$ cat src/rtl/dff_write_arbiter_pkg.sv
// Shared types and helpers for the shared-register write arbiter.
package dff_arb_pkg;

    // Widest requester vector the one-hot helper can produce.
    localparam int ARB_MAX_REQ = 32;

    // Arbiter FSM: free arbitration, or exclusive ownership by one requester.
    typedef enum logic [0:0] {
        ARB_IDLE   = 1'b0,
        ARB_LOCKED = 1'b1
    } arb_state_t;

    // One-hot vector with bit idx set; all-zero when idx is outside [0, width).
    function automatic logic [ARB_MAX_REQ-1:0] onehot(input int idx, input int width);
        logic [ARB_MAX_REQ-1:0] v;
        v = '0;
        if ((idx >= 0) && (idx < width) && (idx < ARB_MAX_REQ)) begin
            v[idx] = 1'b1;
        end
        return v;
    endfunction

endpackage

$ cat src/rtl/dff_write_arbiter_rr_pick.sv
// Combinational round-robin picker: first set bit of eff strictly after
// 'last', wrapping at NUM_REQ (which need not be a power of two).
module rr_pick #(
    parameter  int NUM_REQ = 4,
    localparam int IDW     = $clog2(NUM_REQ)
) (
    input  logic [NUM_REQ-1:0] eff,
    input  logic [IDW-1:0]     last,
    output logic               found,
    output logic [IDW-1:0]     winner
);

    // Walk the NUM_REQ candidates in priority order; the first hit wins.
    // The wrap is a single subtract because 'last' is always < NUM_REQ.
    always_comb begin : pick
        int idx;
        found  = 1'b0;
        winner = '0;
        idx    = 0;
        for (int k = 1; k <= NUM_REQ; k++) begin
            idx = int'(last) + k;
            if (idx >= NUM_REQ) begin
                idx = idx - NUM_REQ;
            end
            if (!found && eff[idx]) begin
                found  = 1'b1;
                winner = IDW'(idx);
            end
        end
    end

endmodule

$ cat src/rtl/dff_write_arbiter.sv
// Round-robin write arbiter owning a shared N-bit register, with an
// exclusive lock mode for bursts from a single requester.
//
// Handshake: a requester raises req[i] with wdata slice i and holds both
// until ack[i] pulses for one cycle; ack[i] coincides with q carrying that
// data. req[i] is ignored while ack[i] is high, so a held request is never
// written twice by the same grant. lock[i] is sampled on the winning edge.
module dff_write_arbiter
    import dff_arb_pkg::*;
#(
    parameter  int N       = 8,
    parameter  int NUM_REQ = 4,
    localparam int IDW     = $clog2(NUM_REQ)
) (
    input  logic                 clk,
    input  logic                 reset,
    input  logic [NUM_REQ-1:0]   req,
    input  logic [NUM_REQ-1:0]   lock,
    input  logic [NUM_REQ*N-1:0] wdata,
    output logic [NUM_REQ-1:0]   ack,
    output logic [N-1:0]         q,
    output logic                 q_valid,
    output logic [IDW-1:0]       owner,
    output logic                 busy,
    output arb_state_t           dbg_state
);

    // Registered state
    arb_state_t           state_q, state_d;
    logic [N-1:0]         q_q, q_d;
    logic [NUM_REQ-1:0]   ack_q, ack_d;
    logic [IDW-1:0]       owner_q, owner_d;
    logic [IDW-1:0]       last_q, last_d;
    logic                 q_valid_q, q_valid_d;

    // Arbitration signals
    logic [NUM_REQ-1:0]   eff;
    logic                 pick_found;
    logic [IDW-1:0]       pick_idx;
    logic                 write_en;
    logic [IDW-1:0]       write_idx;
    logic [N-1:0]         wr_data;

    // A requester acked this cycle is masked so it cannot win twice in a row.
    always_comb begin
        eff = req & ~ack_q;
    end

    rr_pick #(
        .NUM_REQ (NUM_REQ)
    ) u_pick (
        .eff    (eff),
        .last   (last_q),
        .found  (pick_found),
        .winner (pick_idx)
    );

    // FSM: decide whether a write happens this edge, by whom, and the next state.
    always_comb begin
        state_d   = state_q;
        write_en  = 1'b0;
        write_idx = pick_idx;
        unique case (state_q)
            ARB_IDLE: begin
                if (pick_found) begin
                    write_en  = 1'b1;
                    write_idx = pick_idx;
                    if (lock[pick_idx]) begin
                        state_d = ARB_LOCKED;
                    end
                end
            end
            ARB_LOCKED: begin
                // Only the lock holder is served; everyone else waits.
                if (eff[owner_q]) begin
                    write_en  = 1'b1;
                    write_idx = owner_q;
                    if (!lock[owner_q]) begin
                        state_d = ARB_IDLE;
                    end
                end else if (!req[owner_q] && !lock[owner_q]) begin
                    state_d = ARB_IDLE;
                end
            end
            default: begin
                state_d = ARB_IDLE;
            end
        endcase
    end

    // Data mux: select the winning requester's slice.
    always_comb begin
        wr_data = wdata[int'(write_idx)*N +: N];
    end

    // Register, ack, owner and pointer updates; everything holds without a write.
    always_comb begin
        q_d       = q_q;
        ack_d     = '0;
        owner_d   = owner_q;
        last_d    = last_q;
        q_valid_d = q_valid_q;
        if (write_en) begin
            q_d       = wr_data;
            ack_d     = NUM_REQ'(onehot(int'(write_idx), NUM_REQ));
            owner_d   = write_idx;
            last_d    = write_idx;
            q_valid_d = 1'b1;
        end
    end

    // State flops; reset leaves requester 0 with first priority.
    always_ff @(posedge clk or negedge reset) begin
        if (!reset) begin
            state_q   <= ARB_IDLE;
            q_q       <= '0;
            ack_q     <= '0;
            owner_q   <= '0;
            last_q    <= IDW'(NUM_REQ - 1);
            q_valid_q <= 1'b0;
        end else begin
            state_q   <= state_d;
            q_q       <= q_d;
            ack_q     <= ack_d;
            owner_q   <= owner_d;
            last_q    <= last_d;
            q_valid_q <= q_valid_d;
        end
    end

    // All outputs come straight from flops.
    always_comb begin
        ack       = ack_q;
        q         = q_q;
        q_valid   = q_valid_q;
        owner     = owner_q;
        busy      = (state_q == ARB_LOCKED);
        dbg_state = state_q;
    end

endmodule
$ cat config.mk
export PLATFORM = sky130hd
export DESIGN_NAME = dff_write_arbiter
export DESIGN_NICKNAME = d
export VERILOG_FILES = /design/src/rtl/dff_write_arbiter_pkg.sv /design/src/rtl/dff_write_arbiter_rr_pick.sv /design/src/rtl/dff_write_arbiter.sv
export SDC_FILE = /design/constraint.sdc
export NUM_CORES = 1
export LEC_CHECK = 0
export ABC_AREA = 1
export BUFFER_PORTS_ARGS = -buffer_cell sky130_fd_sc_hd__buf_4
export CORE_AREA = 2 2 63 59
export DETAILED_ROUTE_END_ITERATION = 6
export DIE_AREA = 0 0 65 61
export PLACE_DENSITY = 0.79
export SLEW_MARGIN = 10
export SYNTH_ARGS = -nofsm -noshare
export SYNTH_HDL_FRONTEND = slang
export SYNTH_SLANG_ARGS = --single-unit
$ cat constraint.sdc
create_clock -name clk -period 2.45 [get_ports clk]
set_clock_uncertainty 0.05 [all_clocks]
set_input_delay 0.3675 -clock clk [delete_from_list [all_inputs] [get_ports clk]]
set_output_delay 0.3675 -clock clk [all_outputs]
set_load 0.01 [all_outputs]
==> impl_metrics.py, run 1 <==
metrics = {
    "run_status": {
        "status": "completed",
    },
    "yosys": {
        "synth.avg_cell_area_um2": 6.34,
        "syn_area_um2": 1620,
        "synth_edf_count": 0,
        "yosys_warnings": 0,
        "synth_cell_types": 30,
        "netlist_instances": 255,
        "seq_area_frac_synth": 0.280,
        "async_flop_share": 1.00,
        "yosysTopAreaCell": "dfrtp_1",
        "synth-main-ff-cell": "dfrtp_1",
        "syn_nets": 297,
        "synth_area_leaders": "dfrtp_1 (25%), nand2_1 (20%), nand3_1 (15%)",
        "yosysTopAreaCellShare": 0.248,
        "synth_seq_cells": 18,
    },
    "cts": {
        "clk_pin_slew_worst_paths_ns": 0.07,
        "clock-sinks": 18,
        "insertion_delay_ns": 0.25,
        "cts_tree": "yes",
        "htree_levels": 1,
        "cts-root-buf": "clkbuf_8",
        "max-clock-path-buffers": 2,
        "cts_buffers": 3,
    },
    "floorplan": {
        "io_pins": 59,
        "core-area_um2": 3280,
        "initial_core_util": 0.493,
        "die_x_um": 65,
        "die_y_um": 61,
        "die-area_um2": 3970,
        "rows": 20,
    },
    "routing": {
        "ant_nets": 0,
        "vias": 1763,
        "finalWirelength_mm": 4.18,
        "route.detailed.drc": 0,
        "viasPerCell": 4.90,
        "first_pass_iters": 5,
        "wire_per_inst_um": 11.6,
        "drtIter0Drc": 120,
    },
    "placed_design": {
        "gp_congestion": 0.958,
        "port-buffer-count": 58,
        "dp_hpwl_mm": 3.33,
        "dp_cells": 353,
    },
    "worst_setup_path": {
        "cp.depth": 14,
        "cp.arrival_ns": 2.39,
        "cp-end-kind": "flop",
        "criticalPathCategory": "reg -> reg",
        "critPathLaunchType": "flop",
        "critPathMaxFanout": 11,
        "cp_top_family": "simple AND/OR/NAND/NOR gates",
        "crit_required_ns": 2.60,
        "cp_slowest_cell": "dfstp_2",
        "rr_worst_depth": 14,
        "path_cells": "inv_6 -> nand3_1 -> nand3_2 -> nand2_4 -> nand2_4 -> nor2_8 -> nand3_1 -> nand2_2 -> nand2_1 -> o21ai_2 -> nand3_1 -> nand2_1 -> nand2_1 -> nand2_1",
        "slowest_delay_ns": 0.67,
        "path_common_cell": "nand2_1",
        "critPathBufInv": 1,
    },
    "final_layout": {
        "layout_commonest_cell": "nand2_1",
        "multi_input_area_um2": 936,
        "seqCellArea_um2": 453,
        "diodes": 0,
        "drive_above_1_share": 0.326,
        "syn_to_final_growth_pct": 33.8,
        "final_cell_mix": "nand2_1 (86), buf_4 (63), nand3_1 (49)",
        "stdcell_count": 360,
        "nNetsFinal": 359,
        "n_fill_cell": 304,
    },
    "hold_path": {
        "hold_class": "reg -> reg",
        "worstHoldPathCells": 2,
    },
    "global_route": {
        "grt_max_degree": 19,
        "antenna_found_initial": 0,
        "grt_pass1_vias": 1477,
        "groute.usage.overall": 0.222,
        "grt_overflow_total": 0,
        "grt_first_pass_wirelength_mm": 6.76,
    },
    "timing": {
        "slew_viol_final": 0,
        "fin_tns_setup_ns": 0,
        "finalCritPeriodShare": 0.915,
        "final_hold_viol_count": 0,
        "fmax_mhz": 446,
        "worst_slew_pin_slew_ns": 0.493,
        "finalSetupViolCount": 0,
        "relSlewSlack": 0.671,
        "grt_setup_unrepaired": "false",
        "finalCriticalPeriod_ns": 2.24,
    },
    "pwr": {
        "vdd_drop_max_uv": 737,
        "power.density_nw_per_um2": 1630,
        "finalPower_mw": 3.53,
        "p_leak_nw": 1.27,
    },
    "job": {
        "max_cap_violations": 0,
    },
}
==> final timing paths <==
| path | start | slack, ns | end |
|---|---|---|---|
| worst max register to register | last_q[0]$_DFFE_PN1P_ | 0.21 | q[2]$_DFFE_PN0P_ |
| worst max-delay path | last_q[0]$_DFFE_PN1P_ | 0.21 | q[2]$_DFFE_PN0P_ |
| worst min register to register | q[2]$_DFFE_PN0P_ | 0.43 | q[2]$_DFFE_PN0P_ |
| max in group asynchronous | reset | 1.61 | last_q[1]$_DFFE_PN1P_ |
| worst min-delay path | q[2]$_DFFE_PN0P_ | 0.43 | q[2]$_DFFE_PN0P_ |
| min in group asynchronous | reset | 0.48 | q[0]$_DFFE_PN0P_ |
==> per-layer routing <==
metal | share of wire | routed length [µm] | track usage | up-vias
met5 | 0 | 0 | 0 | -
met1 | 0.47 | 1980 | 0.332 | 773
met3 | 0.059 | 247 | 0.0278 | 5
li1 | - | - | - | 916
met2 | 0.46 | 1900 | 0.340 | 69
met4 | 0.011 | 48 | 0.0578 | 0
==> layout make-up <==
class                      instances  area share
timing repair buffer              64       0.223
sequential                        18       0.209
multi-input combinational        183       0.433
inverter                          47      0.0839
clock buffer                       4      0.0254
tap                               44      0.0254
==> stage by stage <==
step	worst slack, ns	hold slack (ns)	util	instance area (µm²)
global placement	0.212	0.199	0.633	2080
finish	0.207	0.431	0.660	2160
floorplan	0.430	0.0219	-	1620
CTS	0.184	0.433	0.653	2140
detailed placement	0.210	0.201	0.633	2080
global route	0.00645	0.456	0.660	2160
==> worst reg2reg max path: cells and delay by family, from the launching register on <==
family | cells | cell delay [ns]
AOI/OAI and AO/OA | 1 | 0.20
and+or+nand+nor | 12 | 1.20
DFF | 1 | 0.67
buffers and inverters | 1 | 0.07
==> flip-flops by register name, summed over array words and instances, names as in the netlist <==
signal   flops
q_valid      1
busy         1
q            8
last_q       2
ack          4
owner        2
==> repair_timing <==
item,4_1_cts,5_1_grt
buffers inserted,0,2
endpoints found under the hold margin,16,0
endpoints found under the setup margin,0,3
resized for setup,0,1
hold buffers,1,0
==> cell families (layout without fill, tap and decap cells) <==
kind of cell,Yosys count,count (layout),share of synthesized area
buf+inv,54,115,0.146
flops,18,18,0.280
compound gates,13,13,0.0550
simple gates,170,170,0.519
==> power breakdown <==
| part | internal [mW] | leakage, nW | switching, mW |
|---|---|---|---|
| clock network | 0.143 | 0.0288 | 0.102 |
| registers | 0.465 | 0.217 | 0.136 |
| logic | 0.975 | 1.03 | 1.71 |
==> synth_stat cells, types with 3 or more instances <==
cell	instances
inv_2	3
nor2_1	7
nand2_1	86
o21ai_0	3
nand3_1	49
nand3_2	4
buf_4	3
dfrtp_1	16
nand2_2	13
nand2_4	4
o21ai_1	3
inv_1	43
(Power assumes the default switching activity.)
==> run 2: changes to the inputs <==
Settings changed: ABC_AREA 1 to default, CORE_AREA 2 2 63 59 to 2 2 58 54, DIE_AREA 0 0 65 61 to 0 0 60 56, PLACE_DENSITY 0.79 to 0.77, REMOVE_ABC_BUFFERS from default to 1.
==> run 2 against run 1 <==
Against the previous run: cell area is 21% lower; hold slack got worse by 0.17 ns; power shrank 40%; sequential share of layout area rose by 5.6 points; die area is 15% lower; wire length shrank 22%; combinational power is 48% lower; non-clock buffer count decreased by 1; critical path depth down 9; first-iteration DRC count fell by 44%; critical path type unchanged.
==> impl_metrics.py, run 2 <==
metrics = {
    "routing": {
        "wire_per_inst_um": 15.0,
        "vias": 1238,
        "first_pass_iters": 4,
        "drtIter0Drc": 67,
        "viasPerCell": 5.65,
        "finalWirelength_mm": 3.28,
        "route.detailed.drc": 0,
        "ant_nets": 0,
    },
    "global_route": {
        "antenna_found_initial": 0,
        "grt_pass1_vias": 1182,
        "grt_first_pass_wirelength_mm": 5.39,
        "grt_overflow_total": 0,
        "grt_max_degree": 21,
        "groute.usage.overall": 0.206,
    },
    "worst_setup_path": {
        "path_cells": "mux4_2 -> a2111oi_4 -> nor2_2 -> a32oi_1 -> o211ai_1",
        "reg2reg_slack_ns": 0.17,
        "critPathMaxFanout": 20,
        "rr_worst_depth": 5,
        "critPathBufInv": 0,
        "critPathCapture": "q[2]$_DFFE_PN0P_",
        "r2r_end": "q[2]$_DFFE_PN0P_",
        "cp.arrival_ns": 2.37,
        "cp_slowest_cell": "mux4_2",
        "cp.depth": 5,
        "critPathLaunchType": "flop",
        "r2r_start": "owner[0]$_DFFE_PN0P_",
        "crit_required_ns": 2.54,
        "crit_start": "owner[0]$_DFFE_PN0P_",
        "criticalPathCategory": "reg -> reg",
        "cp_top_family": "compound AO/OA/AOI/OAI gates",
        "cp-end-kind": "flop",
        "slowest_delay_ns": 0.60,
    },
    "placed_design": {
        "dp_hpwl_mm": 2.55,
        "port-buffer-count": 58,
        "gp_congestion": 0.920,
    },
    "timing": {
        "fin_tns_setup_ns": 0,
        "relSlewSlack": 0.515,
        "grt_setup_unrepaired": "false",
        "finalCriticalPeriod_ns": 2.28,
        "worst_slew_pin_slew_ns": 0.727,
        "finalCritPeriodShare": 0.932,
        "slew_viol_final": 0,
        "fmax_mhz": 438,
        "finalSetupViolCount": 0,
        "final_hold_viol_count": 0,
    },
    "final_layout": {
        "largest_register_ffs": 8,
        "n_fill_cell": 232,
        "final_cell_mix": "buf_4 (62), dfrtp_1 (16), nand2_1 (12)",
        "nNetsFinal": 223,
        "syn_to_final_growth_pct": 40.4,
        "diodes": 0,
        "layout_commonest_cell": "buf_4",
        "drive_above_1_share": 0.430,
    },
    "hold_path": {
        "worstHoldPathCells": 3,
        "hold_class": "in -> reg",
    },
    "cts": {
        "htree_levels": 1,
        "clk_pin_slew_worst_paths_ns": 0.09,
        "cts_tree": "yes",
        "insertion_delay_ns": 0.28,
        "postCtsSetupBuffers": 0,
        "cts_buffers": 3,
        "max-clock-path-buffers": 2,
        "clock-sinks": 18,
        "cts-root-buf": "clkbuf_4",
    },
    "pwr": {
        "power.density_nw_per_um2": 1250,
        "vdd_drop_max_uv": 558,
        "finalPower_mw": 2.13,
        "p_leak_nw": 0.791,
    },
    "yosys": {
        "synth-simple-area-share": 0.194,
        "synth_mux_area_frac": 0.0791,
        "synthAdderAreaFrac": 0,
        "synthXorXnorAreaFrac": 0,
        "synth-main-ff-cell": "dfrtp_1",
        "netlist_instances": 121,
        "syn_area_um2": 1220,
        "synth_top_family_by_area": "compound AO/OA/AOI/OAI gates",
        "synth_area_leaders": "dfrtp_1 (33%), o211ai_1 (6.2%), a32oi_1 (5.8%)",
        "synth.avg_cell_area_um2": 10.1,
        "yosysTopAreaCell": "dfrtp_1",
        "synth_cell_types": 41,
        "yosysTopAreaCellShare": 0.329,
        "async_flop_share": 1.00,
        "post-synth-top-count-cell": "dfrtp_1",
        "seq_area_frac_synth": 0.372,
        "synth_compound_area_frac": 0.298,
        "yosys_warnings": 0,
        "synth_seq_cells": 18,
        "synth_edf_count": 0,
        "synth_common_cells": "dfrtp_1 (16), nand2_1 (12), o211ai_1 (10), a22oi_1 (8), a32oi_1 (8)",
    },
    "floorplan": {
        "initial_core_util": 0.447,
        "die-area_um2": 3360,
        "rows": 18,
        "io_pins": 59,
        "core-area_um2": 2730,
        "die_x_um": 60,
        "die_y_um": 56,
    },
    "run_status": {
        "status": "completed",
    },
    "job": {
        "max_cap_violations": 0,
    },
}
## run 2: per-stage QoR
stage | area [µm²] | hold slack [ns] | setup slack, ns | utilization | std cells
finish | 1710 | 0.261 | 0.166 | 0.627 | 219
detailed placement | 1670 | 0.197 | 0.0115 | 0.613 | 215
global route | 1710 | 0.255 | 0.00457 | 0.627 | 219
CTS | 1700 | 0.251 | 0.169 | 0.625 | 219
global placement | 1670 | 0.196 | 0.104 | 0.613 | 215
floorplan | 1160 | 0.0219 | 0.196 | - | 113
## run 2: how the worst min path moves through the flow
stage | end | startpoint | slack [ns]
floorplan | ack[0]$_DFF_PN0_ | reset | 0.02
CTS | q[6]$_DFFE_PN0P_ | wdata[30] | 0.25
global route | q[3]$_DFFE_PN0P_ | wdata[27] | 0.26
global placement | q[1]$_DFFE_PN0P_ | reset | 0.20
finish | q[6]$_DFFE_PN0P_ | wdata[30] | 0.26
detailed placement | q[1]$_DFFE_PN0P_ | reset | 0.20
## run 2: final cells by class
class,count,area (µm²),area share
clock buffers,3,22.5,0.0132
repair buffers,63,475,0.278
multi-input cells,93,701,0.410
inverters,2,7.51,0.00439
well taps,40,50.0,0.0293
flip-flops and latches,18,453,0.265
## run 2: cell families (layout without fill, tap and decap cells)
family	Yosys count	count (layout)
flops	18	18
mux	7	7
compound gates	46	46
buf+inv	10	68
simple gates	40	40
## run 2: power breakdown
part / total (mW) / leakage [nW] / switching (mW) / internal [mW]
registers: 0.601 / 0.217 / 0.148 / 0.453
logic: 1.39 / 0.561 / 0.731 / 0.657
clock network: 0.139 / 0.0138 / 0.0824 / 0.0569
total: 2.13 / 0.791 / 0.962 / 1.17
## run 2: routing by layer
metal,global-route usage,vias up,share of wire
met5,0,-,0
met4,0.0794,0,0.0076
met3,0.0442,2,0.10
met2,0.300,63,0.47
met1,0.293,586,0.42
li1,-,587,-
## run 2: worst register-to-register path: cells and delay by family (launching register included)
family / cells / cell delay (ns)
flops: 1 / 0.48
mux: 1 / 0.60
compound gates: 3 / 0.78
simple gates: 1 / 0.23
## run 2: timing repair
item                                    CTS  global route
endpoints found under the setup margin    0             1
hold buffers                              1             0
gates resized for setup                   0             1
hold endpoints to repair                 16             0
==> run 3: changes to the inputs <==
Clock period 2.45 ns to 2.6 ns, I/O delays scaled along.
==> run 3 against run 2 <==
Against the previous run: wire length grew 1.8%; fmax shrank 7.8%; clock-buffer cell count rose by 1; cell area up 1.2%; register-to-register slack got worse by 0.04 ns; power shrank 2.0%; core utilization increased by 0.73 points; sequential share of layout area shrank 0.31 points; critical path depth is 1 higher; highest routed layer unchanged.
==> impl_metrics.py, run 3 (synthesis gave the netlist of run 2 again) <==
metrics = {
    "cts": {
        "clock-sinks": 18,
        "cts_tree": "yes",
        "max-clock-path-buffers": 2,
        "insertion_delay_ns": 0.29,
        "postCtsSetupBuffers": 0,
        "htree_levels": 1,
        "clk_pin_slew_worst_paths_ns": 0.10,
        "cts-root-buf": "clkbuf_4",
        "cts_buffers": 3,
    },
    "routing": {
        "viasPerCell": 5.68,
        "route.met3.wl_um": 266,
        "drtIter0Drc": 49,
        "wire_per_inst_um": 15.2,
        "top_layer_used": "met4",
        "first_pass_iters": 4,
        "ant_nets": 0,
        "finalWirelength_mm": 3.34,
        "route.detailed.drc": 0,
        "wl_met2_mm": 1.53,
        "vias": 1244,
        "met1Wirelength_mm": 1.47,
    },
    "hold_path": {
        "hold_start": "wdata[29]",
        "worstHoldPathCells": 3,
        "hold_class": "in -> reg",
        "whs_endpoint": "q[5]$_DFFE_PN0P_",
    },
    "run_status": {
        "status": "completed",
    },
    "worst_setup_path": {
        "cp.arrival_ns": 2.58,
        "criticalPathCategory": "reg -> reg",
        "reg2reg_slack_ns": 0.12,
        "rr_worst_depth": 6,
        "r2r_start": "ack[3]$_DFF_PN0_",
        "crit_required_ns": 2.70,
        "cp-end-kind": "flop",
        "critPathMaxFanout": 20,
        "critPathLaunchType": "flop",
        "r2r_end": "q[2]$_DFFE_PN0P_",
    },
    "final_layout": {
        "largest_register_ffs": 8,
        "n_fill_cell": 229,
        "drive_above_1_share": 0.425,
        "stdcell_count": 219,
        "final_area_um2": 1730,
        "final_cell_mix": "buf_4 (60), dfrtp_1 (16), nand2_1 (12)",
        "syn_to_final_growth_pct": 42.0,
        "nNetsFinal": 222,
        "post-route-util": 0.635,
        "layout_commonest_cell": "buf_4",
        "diodes": 0,
    },
    "timing": {
        "final_hold_viol_count": 0,
        "finalCriticalPeriod_ns": 2.48,
        "relSlewSlack": 0.513,
        "fmax_mhz": 404,
        "slew_viol_final": 0,
        "worst_slew_pin_slew_ns": 0.730,
        "finalSetupViolCount": 0,
        "finalCritPeriodShare": 0.952,
    },
    "global_route": {
        "antenna_found_initial": 0,
        "grt_max_degree": 21,
        "grt_pass1_vias": 1213,
        "groute.usage.overall": 0.211,
        "grt_first_pass_wirelength_mm": 5.47,
        "grt_overflow_total": 0,
    },
    "pwr": {
        "p_leak_nw": 0.797,
        "power.density_nw_per_um2": 1210,
        "vdd_drop_max_uv": 595,
    },
    "placed_design": {
        "gp_congestion": 0.908,
        "dp_hpwl_mm": 2.58,
        "dp_cells": 214,
        "port-buffer-count": 58,
        "postPlaceCellArea_um2": 1680,
    },
    "floorplan": {
        "die-area_um2": 3360,
        "initial_core_util": 0.447,
        "io_pins": 59,
        "die_y_um": 56,
        "die_x_um": 60,
        "rows": 18,
        "core-area_um2": 2730,
    },
    "job": {
        "max_cap_violations": 0,
    },
}
==> run 3: layer usage <==
layer  vias up  global-route usage
met5         -                   0
met4         0              0.0952
met3         8              0.0326
met2        69               0.318
met1       578               0.294
li1        589                   -
==> run 3: per-stage QoR <==
step	hold WS (ns)	power, mW	worst slack (ns)	TNS, ns
after global routing	0.268	2.24	-0.0274	-0.0929
after CTS	0.261	2.08	0.199	0
after global placement	0.217	1.86	0.230	0
after floorplan	0.0444	1.37	0.346	0
after detailed placement	0.222	1.90	0.180	0
final	0.267	2.09	0.124	0
==> run 3: worst max-delay path: stages, from the launching register on <==
cell	delay, ns
dfrtp_1	0.44
nand2b_1	0.19
mux4_2	0.57
nor3_1	0.44
nor2_2	0.28
a32oi_1	0.26
o211ai_1	0.11
==> run 3: what timing repair did <==
item,in CTS,in global routing
resized for setup,0,1
hold buffers,1,0
hold endpoints to repair,16,0
endpoints found under the setup margin,0,2
==> run 3: report_power, final <==
group,switching [mW],internal [mW]
registers,0.148,0.426
logic,0.692,0.647
clock network,0.0868,0.0853
total,0.927,1.16
==> run 3: layout make-up <==
type | count | area [µm²] | area share
Inverter | 2 | 7.51 | 0.00434
Tap cell | 40 | 50.0 | 0.0289
Multi-Input combinational cell | 93 | 702 | 0.406
Clock buffer | 4 | 36.3 | 0.0210
Timing Repair Buffer | 62 | 480 | 0.278
Sequential cell | 18 | 453 | 0.262
==> run 3: worst max path at each step <==
stage / startpoint / to / slack, ns / depth (start not counted)
finish: ack[3]$_DFF_PN0_ / q[2]$_DFFE_PN0P_ / 0.12 / 6
global route: ack[3]$_DFF_PN0_ / q[0]$_DFFE_PN0P_ / -0.03 / 6
CTS: owner[0]$_DFFE_PN0P_ / q[7]$_DFFE_PN0P_ / 0.20 / 7
detailed placement: req[0] / q[5]$_DFFE_PN0P_ / 0.18 / 7
global placement: req[0] / q[2]$_DFFE_PN0P_ / 0.23 / 7
floorplan: owner[0]$_DFFE_PN0P_ / q[0]$_DFFE_PN0P_ / 0.35 / 5
